**src/rtl/load_store_unit.sv**
```systemverilog
// load_store_unit
//   CPU-side initiator for a byte-lane data memory port. Accepts one load or
//   store per req_valid/req_ready handshake, drives the memory for exactly one
//   ACCESS cycle, then holds a response until rsp_ready. One access in flight.
//
// Ports
//   clk, rst             clock; synchronous active-high reset
//   req_valid/req_ready  request handshake (ready only in IDLE)
//   req_store            1 = store, 0 = load
//   req_funct3           RV32I size/sign code (B/H/W, BU/HU for loads)
//   req_addr, req_wdata  byte address, store data (low bytes used)
//   rsp_valid/rsp_ready  response handshake
//   rsp_data, rsp_err    extended load data (0 for stores/errors), error flag
//   mem_re               read enable code, constant word read
//   mem_we               byte-lane write enables, lane i writes mem_a+i
//   mem_a                base byte address
//   mem_wd1..mem_wd4     lane data, lane 1 = byte at mem_a
//   mem_rd               combinational read data, byte at mem_a in [7:0]

module load_store_unit #(
  parameter int unsigned ADDRESS_WIDTH = 32,
  parameter int unsigned DATA_WIDTH    = 32,
  parameter logic [31:0] MEM_BYTES     = 32'h20000
) (
  input  logic                     clk,
  input  logic                     rst,
  input  logic                     req_valid,
  output logic                     req_ready,
  input  logic                     req_store,
  input  logic [2:0]               req_funct3,
  input  logic [ADDRESS_WIDTH-1:0] req_addr,
  input  logic [DATA_WIDTH-1:0]    req_wdata,
  output logic                     rsp_valid,
  input  logic                     rsp_ready,
  output logic [DATA_WIDTH-1:0]    rsp_data,
  output logic                     rsp_err,
  output logic [2:0]               mem_re,
  output logic [3:0]               mem_we,
  output logic [ADDRESS_WIDTH-1:0] mem_a,
  output logic [7:0]               mem_wd1,
  output logic [7:0]               mem_wd2,
  output logic [7:0]               mem_wd3,
  output logic [7:0]               mem_wd4,
  input  logic [DATA_WIDTH-1:0]    mem_rd
);

  typedef enum logic [1:0] {
    S_IDLE,
    S_ACCESS,
    S_RESP
  } state_t;

  state_t                   state_q, state_d;
  logic                     store_q, store_d;
  logic [2:0]               funct3_q, funct3_d;
  logic [ADDRESS_WIDTH-1:0] addr_q, addr_d;
  logic [DATA_WIDTH-1:0]    wdata_q, wdata_d;
  logic                     err_q, err_d;
  logic [DATA_WIDTH-1:0]    rsp_data_q, rsp_data_d;
  logic                     rsp_err_q, rsp_err_d;

  logic                     f3_legal;
  logic [ADDRESS_WIDTH:0]   size_m1;
  logic [ADDRESS_WIDTH:0]   last_byte;
  logic                     range_err;
  logic [DATA_WIDTH-1:0]    load_ext;
  logic [3:0]               lane_mask;

  // Request decode, evaluated on the incoming request while IDLE.
  always_comb begin
    f3_legal = 1'b0;
    size_m1  = '0;
    case (req_funct3)
      3'b000:  begin f3_legal = 1'b1;       size_m1 = (ADDRESS_WIDTH+1)'(0); end
      3'b001:  begin f3_legal = 1'b1;       size_m1 = (ADDRESS_WIDTH+1)'(1); end
      3'b010:  begin f3_legal = 1'b1;       size_m1 = (ADDRESS_WIDTH+1)'(3); end
      3'b100:  begin f3_legal = !req_store; size_m1 = (ADDRESS_WIDTH+1)'(0); end
      3'b101:  begin f3_legal = !req_store; size_m1 = (ADDRESS_WIDTH+1)'(1); end
      default: begin f3_legal = 1'b0;       size_m1 = '0;                    end
    endcase
  end

  // One extra bit so an access near the top of the address space cannot wrap
  // back into range.
  assign last_byte = {1'b0, req_addr} + size_m1;
  assign range_err = last_byte >= (ADDRESS_WIDTH+1)'(MEM_BYTES);

  always_comb begin
    case (funct3_q)
      3'b000:  load_ext = {{(DATA_WIDTH-8){mem_rd[7]}},   mem_rd[7:0]};
      3'b001:  load_ext = {{(DATA_WIDTH-16){mem_rd[15]}}, mem_rd[15:0]};
      3'b100:  load_ext = {{(DATA_WIDTH-8){1'b0}},        mem_rd[7:0]};
      3'b101:  load_ext = {{(DATA_WIDTH-16){1'b0}},       mem_rd[15:0]};
      default: load_ext = mem_rd;
    endcase
  end

  always_comb begin
    case (funct3_q[1:0])
      2'b00:   lane_mask = 4'b0001;
      2'b01:   lane_mask = 4'b0011;
      2'b10:   lane_mask = 4'b1111;
      default: lane_mask = 4'b0000;
    endcase
  end

  always_comb begin
    state_d    = state_q;
    store_d    = store_q;
    funct3_d   = funct3_q;
    addr_d     = addr_q;
    wdata_d    = wdata_q;
    err_d      = err_q;
    rsp_data_d = rsp_data_q;
    rsp_err_d  = rsp_err_q;
    case (state_q)
      S_IDLE: begin
        if (req_valid) begin
          store_d  = req_store;
          funct3_d = req_funct3;
          addr_d   = req_addr;
          wdata_d  = req_wdata;
          err_d    = !f3_legal || range_err;
          state_d  = S_ACCESS;
        end
      end
      S_ACCESS: begin
        rsp_data_d = (store_q || err_q) ? '0 : load_ext;
        rsp_err_d  = err_q;
        state_d    = S_RESP;
      end
      S_RESP: begin
        if (rsp_ready) state_d = S_IDLE;
      end
      default: state_d = S_IDLE;
    endcase
  end

  always_ff @(posedge clk) begin
    if (rst) begin
      state_q    <= S_IDLE;
      store_q    <= 1'b0;
      funct3_q   <= '0;
      addr_q     <= '0;
      wdata_q    <= '0;
      err_q      <= 1'b0;
      rsp_data_q <= '0;
      rsp_err_q  <= 1'b0;
    end else begin
      state_q    <= state_d;
      store_q    <= store_d;
      funct3_q   <= funct3_d;
      addr_q     <= addr_d;
      wdata_q    <= wdata_d;
      err_q      <= err_d;
      rsp_data_q <= rsp_data_d;
      rsp_err_q  <= rsp_err_d;
    end
  end

  // Write enables are gated by rst combinationally so a reset landing on the
  // ACCESS cycle suppresses the write at that same edge.
  assign mem_we    = (state_q == S_ACCESS && store_q && !err_q && !rst) ? lane_mask : 4'b0000;
  assign mem_wd1   = mem_we[0] ? wdata_q[7:0]   : '0;
  assign mem_wd2   = mem_we[1] ? wdata_q[15:8]  : '0;
  assign mem_wd3   = mem_we[2] ? wdata_q[23:16] : '0;
  assign mem_wd4   = mem_we[3] ? wdata_q[31:24] : '0;
  assign mem_a     = addr_q;
  assign mem_re    = 3'b111;
  assign req_ready = (state_q == S_IDLE);
  assign rsp_valid = (state_q == S_RESP);
  assign rsp_data  = rsp_data_q;
  assign rsp_err   = rsp_err_q;

endmodule

```
**config.mk**
```make
export PLATFORM = sky130hd
export DESIGN_NAME = load_store_unit
export DESIGN_NICKNAME = d
export VERILOG_FILES = /design/src/rtl/load_store_unit.sv
export SDC_FILE = /design/constraint.sdc
export NUM_CORES = 1
export LEC_CHECK = 0
export CAP_MARGIN = 20
export CORE_MARGIN = 5
export CORE_UTILIZATION = 44
export DETAILED_ROUTE_END_ITERATION = 12
export HOLD_SLACK_MARGIN = 0.15
export PLACE_DENSITY = 0.85
export SLEW_MARGIN = 20
export SYNTH_ARGS = -nofsm -noshare
export SYNTH_HDL_FRONTEND = slang
export SYNTH_SLANG_ARGS = --single-unit
```
**constraint.sdc**
```tcl
create_clock -name clk -period 7.8 [get_ports clk]
set_clock_uncertainty 0.15 [all_clocks]
set_input_delay 0.78 -clock clk [delete_from_list [all_inputs] [get_ports clk]]
set_output_delay 0.78 -clock clk [all_outputs]
set_load 0.1 [all_outputs]
```
==> flow_summary_export.csv <==
group,metric,value,unit
sta,fin_crit_sh,0.580,
final_layout,mostFrequentLayoutCells,"clkdlybuf4s50_1 (205), nand2_1 (157), a21oi_1 (104), dfxtp_1 (104), nor2_1 (34)",
critical_path,critPathMaxFanout,105,
detailed_routing,dr.pass1.iters,4,
sta,finalHoldViolCount,0,
critical_path,end_kind,"output pin",
placed_design,port_buffers,206,
synthesis,ys_top_cells_by_area,"dfxtp_1 (47%), nand2_1 (13%), a21oi_1 (12%)",
critical_path,worstPathBufferInverterCount,2,
sta,grt_setup_unrepaired,"no",
critical_path,start_kind,"input pin",
final_layout,fill_cells,836,
cts,clk_latency,0.36,ns
cts,cts_buffer_depth,2,
final_layout,instances_no_fill,891,
critical_path,cp_top_family,"buffers and inverters",
sta,min_period,4.53,ns
detailed_routing,vias,4632,
final_layout,drive_gt1_frac,0.0396,
global_routing,grt_overflow,0,
cts,clk_pin_slew,0.09,ns
synthesis,syn_area_per_cell,7.72,um^2
placed_design,hpwl,10700,um
floorplan,core-area,9820,um^2
hold_path,hold_path_class,"reg2reg",
critical_path,crit_required,6.87,ns
final_layout,area_growth,50.9,%
floorplan,io_pins,210,
critical_path,cpPeakStageDelay,1.14,ns
sta,slew_headroom,0.287,
synthesis,yosysSeqAreaShare,0.468,
hold_path,hold_start,"wdata_q[0]",
cts,cts-root-buf,"clkbuf_8",
sta,setup_viol,0,
critical_path,arrival,3.60,ns
final_layout,layout_commonest_cell,"clkdlybuf4s50_1",
floorplan,fp.dieW,111,um
cts,cts_tree,"done",
synthesis,ys_seq_elements,104,
critical_path,cp-startpoint,"rst",
detailed_routing,drc_errors,0,
critical_path,regToRegStartpoint,"state_q[1]",
detailed_routing,viasPerCell,5.20,
critical_path,crit_chain,"buf_4 -> nand2b_1 -> nor3_4 -> and3_1 -> clkdlybuf4s50_1",
sta,hold_slack,0.308,ns
synthesis,netlist_instances,577,
sta,drv_slew,0,
placed_design,dp_cells,876,
floorplan,start_util,0.453,
outcome,status,"finished, final reports clean",
placed_design,place.gp.congestion,0.788,
detailed_routing,antenna_left,0,
power,total_power,1.23,mW
power,vdd_drop_max,0.104,mV
critical_path,crit_type,"in2out",
global_routing,grt_max_degree,106,
synthesis,synthDistinctLibCells,42,
power,leakagePower,2.52,nW
floorplan,die_area,12200,um^2
run,maxCapViolations,0,
cts,post_cts_buffers,0,
detailed_routing,routedWlPerCell,15.9,um
final_layout,insertedDiodeCount,0,
synthesis,ys_dominant_reg_cell,"dfxtp_1",
detailed_routing,routed_wl,14100,um
cts,htree_levels,3,
synthesis,yosys_warnings,0,
cts,cts_inserted_buffers,9,
final_layout,final_core_util,0.684,
synthesis,synthArstFlopShare,0,
sta,worstMarginPinSlew,1.07,ns
critical_path,slowest_stage,"clkdlybuf4s50_1",
cts,cts_resized,0,
global_routing,grt_usage,0.224,
cts,cts-hold-fix-buffers,0,
floorplan,row_count,36,
power,power_density,184,nW/um^2
synthesis,synth_top_area_frac,0.468,
global_routing,antenna_found_initial,0,
synthesis,synth_top_area_cell,"dfxtp_1",
global_routing,grt_pass1_vias,4708,
detailed_routing,drt_first_iter_violations,244,
sta,setup_tns,0,ns
synthesis,synthesis.area,4450,um^2
global_routing,grt_pass1_wl,23100,um
sta,max_freq,221,MHz
cts,cts_num_sinks,104,
final_layout,nNetsFinal,865,
synthesis,synth_edf_count,0,
floorplan,die-height,111,um
==> worst min-delay path: stages, from the launching register on <==
cell and delay, ns:
dfxtp_1 0.32, nand2_1 0.05, a21oi_1 0.05
==> final timing paths <==
path             endpoint  slack [ns]  cells past startpoint
max            mem_wd4[7]        3.27                      5
min            wdata_q[0]        0.31                      2
max reg2reg  rsp_data[18]        4.82                      6
min reg2reg    wdata_q[0]        0.31                      2
==> Yosys cell counts, types with 5 or more instances <==
cell,count
nand2_1,158
a21oi_1,104
dfxtp_1,104
clkbuf_1,36
nor2_1,34
and3_1,26
o21ai_0,18
and2_1,12
a22oi_1,8
ha_1,6
nor3_1,6
nand2b_1,5
==> cell type report <==
class	instances	area (um^2)	share of cell area
inverter	4	15.0	0.00223
sequential	104	2080	0.310
clock inverter	4	31.3	0.00466
timing repair buffer	208	2070	0.309
tap	133	166	0.0248
multi-input combinational	427	2210	0.329
clock buffer	11	141	0.0210
==> where the power goes <==
part | switching [mW] | internal, mW
logic | 0.241 | 0.109
clock network | 0.179 | 0.124
registers | 0.0182 | 0.562
==> per-layer routing <==
layer,up-vias,wire [um],global-route usage
met2,160,7160,0.409
met3,30,1180,0.0859
met1,2155,5430,0.233
met5,-,0,0
met4,0,368,0.0796
li1,2287,-,-
==> cells by family (layout without fill, tap and decap cells) <==
group                      count (synthesis)  in the layout  synth area share
buffers and inverters                     48            227            0.0438
other                                      1              3          0.000842
AOI/OAI and AO/OA                        142            142             0.173
and+or+nand+nor                          266            266             0.274
xor gates and xnor gates                   5              5           0.00984
adders and majority gates                  7              7            0.0214
DFF                                      104            104             0.468
muxes                                      4              4           0.00899
==> per-stage QoR <==
step | worst slack, ns | instance area, um^2
6_report | 3.27 | 6720
5_1_grt | 3.10 | 6720
4_1_cts | 3.06 | 6710
3_5_place_dp | 3.06 | 6530
3_3_place_gp | 3.21 | 6530
2_1_floorplan | 1.57 | 4460
==> flip-flops by register name, summed over array words and instances, names as in the netlist <==
signal,flops
funct3_q,3
mem_a,32
rsp_data,32
err_q,1
state_q,2
store_q,1
rsp_err,1
wdata_q,32
Power figures use the tool's default switching activity.
==> edit 1 (config.mk and constraints unchanged) <==
Put one more register stage on the output `rsp_err`, with the module's reset. The value now appears one clock later. The other outputs are not delayed to match.
--- a/src/rtl/load_store_unit.sv
+++ b/src/rtl/load_store_unit.sv
@@ -170,7 +170,13 @@
   assign req_ready = (state_q == S_IDLE);
   assign rsp_valid = (state_q == S_RESP);
   assign rsp_data  = rsp_data_q;
-  assign rsp_err   = rsp_err_q;
+  always_ff @(posedge clk) begin
+    if (rst) begin
+      rsp_err <= '0;
+    end else begin
+      rsp_err <= rsp_err_q;
+    end
+  end
 
 endmodule
 
Check against the original RTL: not equivalent (Yosys sat finds a counterexample within 4 cycles, from zero or initial values and one cycle with rst high).
==> edit 1 against the original RTL <==
  * Die area is 0.80% higher
  * Highest routed layer unchanged
  * Wire length is 0.35% lower
  * Power is 1.6% higher
  * Sequential cell count is 1 higher
  * Worst setup slack worse by 0.039 ns
  * Combinational power hardly changed
  * Count of clock-buffer cells in the layout is 1 lower
  * Largest cell class unchanged
  * Synthesized area is 0.87% higher
  * Critical path type unchanged
  * Sequential power is 1% higher
  * Largest power group unchanged
  * Final area is 0.78% higher
==> edit 1: results (changes against the original RTL) <==
place:
  hpwl_um: 10300  # was 10700 um
  place_ws_ns: 3.02  # was 3.06 ns
  gp_congestion: 0.851  # was 0.788
clock_network:
  cts_root_buf: "clkbuf_8"  # unchanged
  clkSlewWorstSetupHoldPaths_ns: 0.10
  cts_buffers: 9  # unchanged
global_route:
  use_met3_pct: 7.53  # was 8.59%
  grt_pass1_wl_um: 22600  # was 23100 um
  grt_pass1_vias: 4569  # was 4708
  gr-usage-met2_pct: 38.1  # was 40.9%
  grt_use_met1_pct: 25.4  # was 23.3%
  grt_max_degree: 107  # was 106
  track_usage_pct: 21.8  # was 22.4%
sta:
  maxSlewHeadroom_pct: 28.2  # was 28.7%
  timing.fmax_ghz: 0.219  # was 0.221 GHz
route:
  drtPass1Iterations: 5  # was 4
  routed-via-count: 4696  # was 4632
  drt_iter0_drc: 305  # was 244
  wl_um: 14100  # about the same
logic_synthesis:
  synthTopCellsByCount: "nand2_1, dfxtp_1, a21oi_1"  # was nand2_1, a21oi_1, dfxtp_1
  yosys.area_share.adder_pct: 2.12  # was 2.14%
  synthTopCellsByArea: "dfxtp_1, nand2_1, a21oi_1, and3_1, clkbuf_1"  # unchanged
  ys_types: 44  # was 42
  synth_xor_area_share_pct: 0.780  # was 0.984%
  synth_compound_area_share_pct: 17.5  # was 17.3%
  ys_seq_area_share_pct: 46.8  # about the same
  synthMuxAreaShare_pct: 0.919  # was 0.899%
cells_and_area:
  antennaDiodeCount: 0  # unchanged
  layout.nets: 873  # was 865
  fillCellCount: 774  # was 836
  drive_gt1_share_pct: 4.30  # was 3.96%
worst_setup_path:
  critPathMaxFanout: 106  # was 105
  r2r_setup_slack_ns: 5.30  # was 4.82 ns
pwr:
  clockPowerShare_pct: 25.3  # was 24.6%
  ir_worst_vdd_v: 0.000115  # was 0.000104 V
  p_sw_share_pct: 35.8  # was 35.5%
  p_comb_mw: 0.351  # was 0.350 mW
  pg_clk_mw: 0.317  # was 0.303 mW
  p_leak_nw: 2.55  # was 2.52 nW
run_status:
  status: "complete, no violations"  # unchanged
[edit 1: cell count changes after synthesis, moves of 2 or more]
cell / before / now
nand4_1: 3 / 7
nor2b_1: 1 / 4
a21oi_2: 0 / 2
a31oi_1: 4 / 2
buf_1: 4 / 2
buf_2: 0 / 2
nand3_1: 4 / 6
xnor2_1: 4 / 2
[edit 1: per-stage QoR]
step	instance area [um2]	instances	hold WS (ns)	util, %
3_3_place_gp	6570	884	0.288	66.6
5_1_grt	6770	900	0.320	68.6
6_report	6770	900	0.305	68.6
2_1_floorplan	4500	586	0.282	-
3_5_place_dp	6570	884	0.293	66.6
4_1_cts	6760	900	0.308	68.5
[edit 1: final timing paths]
| kind | start | endpoint | cells past startpoint |
|---|---|---|---|
| worst min-delay path | wdata_q[4] | wdata_q[4] | 2 |
| worst max-delay path | rst | mem_wd2[4] | 5 |
| worst max register to register | state_q[0] | err_q | 7 |
| worst min register to register | wdata_q[4] | wdata_q[4] | 2 |
[edit 1: metal layers]
layer,share of wire [%],routed length [um],vias to the layer above
li1,-,-,2315
met1,40,5610,2178
met2,50,7020,180
met3,8.9,1260,23
met4,1.5,210,0
met5,0,0,-
[edit 1: cell families (layout without fill, tap and decap cells)]
group	after synthesis	count (layout)
fa+ha+maj	7	7
simple gates	271	271
mux	4	4
other cells	1	3
compound gates	143	143
flops	105	105
buf+inv	49	230
xor+xnor	4	4
[edit 1: cell type report]
| cell class | count | share of cell area (%) |
|---|---|---|
| multi-input combinational | 432 | 32.7 |
| sequential | 105 | 31.0 |
| tap | 133 | 2.46 |
| inverter | 5 | 0.277 |
| clock inverter | 6 | 0.721 |
| timing repair buffer | 209 | 30.7 |
| clock buffer | 10 | 2.03 |
==> edit 2 (same settings) <==
Without the edit above. Change the parameter `ADDRESS_WIDTH` from 32 to 48.
--- a/src/rtl/load_store_unit.sv
+++ b/src/rtl/load_store_unit.sv
@@ -18,7 +18,7 @@
 //   mem_rd               combinational read data, byte at mem_a in [7:0]
 
 module load_store_unit #(
-  parameter int unsigned ADDRESS_WIDTH = 32,
+  parameter int unsigned ADDRESS_WIDTH = 48,
   parameter int unsigned DATA_WIDTH    = 32,
   parameter logic [31:0] MEM_BYTES     = 32'h20000
 ) (
Ports: changed (resized mem_a and req_addr); port bits go from 210 to 242. No check against the original RTL was run, so the function may have changed too.
==> edit 2 against the original RTL <==
  * Final area is 27% higher
  * Power increased by 60%
  * Cell count up 25%
  * Sequential cell count rose by 16
  * Worst setup slack better by 0.21 ns
  * Synthesized area rose by 22%
  * Count of clock-buffer cells in the layout increased by 7
  * Wire length rose by 24%
  * Register-to-register slack improved by 0.13 ns
  * Sequential power is 16% higher
  * Critical path type unchanged
  * Critical endpoint is now mem_wd3[1]
  * Largest power group is now the clock network
==> edit 2: results (changes against the original RTL) <==
global_route:
  grt_pass1_wl_um: 27200  # was 23100 um
  grt_pass1_vias: 5469  # was 4708
  grt_max_degree: 87  # was 106
  track_usage_pct: 23.3  # was 22.4%
  antenna_found_initial: 0  # unchanged
route:
  met1_length_um: 7050  # was 5430 um
  drtPass1Iterations: 5  # was 4
  wl_met2_um: 8660  # was 7160 um
  routed-via-count: 5889  # was 4632
  wl_per_cell_um: 15.7  # was 15.9 um
  drcViolationCount: 0  # unchanged
  ant_nets: 0  # unchanged
  drt_iter0_drc: 440  # was 244
  wl_met3_um: 1280  # was 1180 um
logic_synthesis:
  synth_cells: 721  # was 577
  async_flop_share_pct: 0  # unchanged
  synth_top_area_share_pct: 44.3  # was 46.8%
  synthTopCellsByCount: "nand2_1, a21oi_1, dfxtp_1"  # unchanged
  ys_seq_area_share_pct: 44.3  # was 46.8%
  ys_warn_count: 0  # unchanged
  synth-main-ff-cell: "dfxtp_1"  # unchanged
  synthTopCellsByArea: "dfxtp_1, nand2_1, a21oi_1, and3_1, clkbuf_1"  # unchanged
  ys_types: 45  # was 42
clock_network:
  cts_buffer_depth: 2  # unchanged
  cts_root_buf: "clkbuf_16"  # was clkbuf_8
  clkSlewWorstSetupHoldPaths_ns: 0.06  # was 0.09 ns
  worst_skew_pair.late_latency_ns: 0.41  # was 0.36 ns
  cts_buffers: 17  # was 9
  h-tree-depth: 4  # was 3
  post_cts_buffers: 0  # unchanged
worst_setup_path:
  cp_slowest_cell: "clkdlybuf4s50_1"  # unchanged
  worstPathArrival_ns: 3.39  # was 3.60 ns
  slowest_delay_ns: 1.13
  crit_family: "buffers and inverters"  # unchanged
  critPathMaxFanout: 55  # was 105
cells_and_area:
  antennaDiodeCount: 0  # unchanged
  drive_gt1_share_pct: 5.49  # was 3.96%
  fillCellCount: 1008  # was 836
  largest_reg_flops: 48
  stdcell_count: 1115  # was 891
  layout.nets: 1061  # was 865
place:
  place_ws_ns: 3.16  # was 3.06 ns
  hpwl_um: 12300  # was 10700 um
  gp_congestion: 0.921  # was 0.788
  io_buffers: 238  # was 206
worst_hold_path:
  hold_path.class: "register to register"  # unchanged
pwr:
  p_leak_nw: 3.21  # was 2.52 nW
  p_sw_share_pct: 31.2  # was 35.5%
  ir_worst_vdd_v: 0.000172  # was 0.000104 V
run_status:
  status: "complete, no violations"  # unchanged
sta:
  tightest_slew_ns: 1.03  # was 1.07 ns
==> edit 2: changes by cell type in the layout (fill, tap and decap cells not counted), sizes merged, moves of 6 or more <==
cell,before,now
a21oi,104,122
clkbuf,11,18
clkdlybuf4s50,205,237
dfxtp,104,120
nand2,158,199
nand3,4,14
nand4,5,14
o21ai,18,24
==> edit 2: layer usage <==
layer	up-vias	track usage, %
li1	2877	-
met1	2741	27.1
met2	231	40.1
met3	40	6.25
met4	0	10.1
met5	-	0
==> edit 2: tightest hold or removal path, delay by kind of cell (launching register included) <==
kind	cells	cell delay, ns
flip-flops	1	0.30
AO/OA/AOI/OAI	1	0.05
AND/OR/NAND/NOR	1	0.05
==> edit 2: area by class of cell <==
cell class              instances  area, um2  share of cell area (%)
flip-flops and latches        120       2400                    28.2
clock buffers                  18        439                    5.15
repair buffers                244       2420                    28.4
clock inverters                14        221                    2.60
multi-input cells             546       2820                    33.0
well taps                     168        210                    2.46
inverters                       5       18.8                   0.220
==> edit 2: cell families (layout without fill, tap and decap cells) <==
logic type | count (synthesis) | after routing | share of synthesized area (%)
DFF | 120 | 120 | 44.3
AOI/OAI and AO/OA | 174 | 174 | 17.4
buffers and inverters | 57 | 281 | 4.34
adders and majority gates | 7 | 7 | 1.75
and+or+nand+nor | 345 | 345 | 29.4
muxes | 3 | 3 | 0.554
xor gates and xnor gates | 14 | 14 | 2.26
other | 1 | 3 | 0.0691
==> edit 2: path summary, 6_finish.rpt <==
path              cells after the start  startpoint           end  slack, ns
hold / removal                        2  wdata_q[1]    wdata_q[1]       0.30
hold reg to reg                       2  wdata_q[1]    wdata_q[1]       0.30
setup reg to reg                      6  state_q[1]  rsp_data[18]       4.95
setup / recovery                      5         rst    mem_wd3[1]       3.48
==> edit 2: metrics by stage <==
step	area (um2)	hold WS, ns
2_1_floorplan	5430	0.282
3_3_place_gp	7860	0.287
3_5_place_dp	7860	0.294
4_1_cts	8520	0.302
5_1_grt	8530	0.311
6_report	8530	0.299
==> edit 2: power groups by stage <==
stage	sequential, mW	combinational [mW]	clock (mW)
detailed placement	0.682	0.437	0
CTS	0.669	0.439	0.880
global route	0.674	0.462	0.913
finish	0.670	0.438	0.868
global placement	0.681	0.434	0
floorplan	0.849	0.121	0
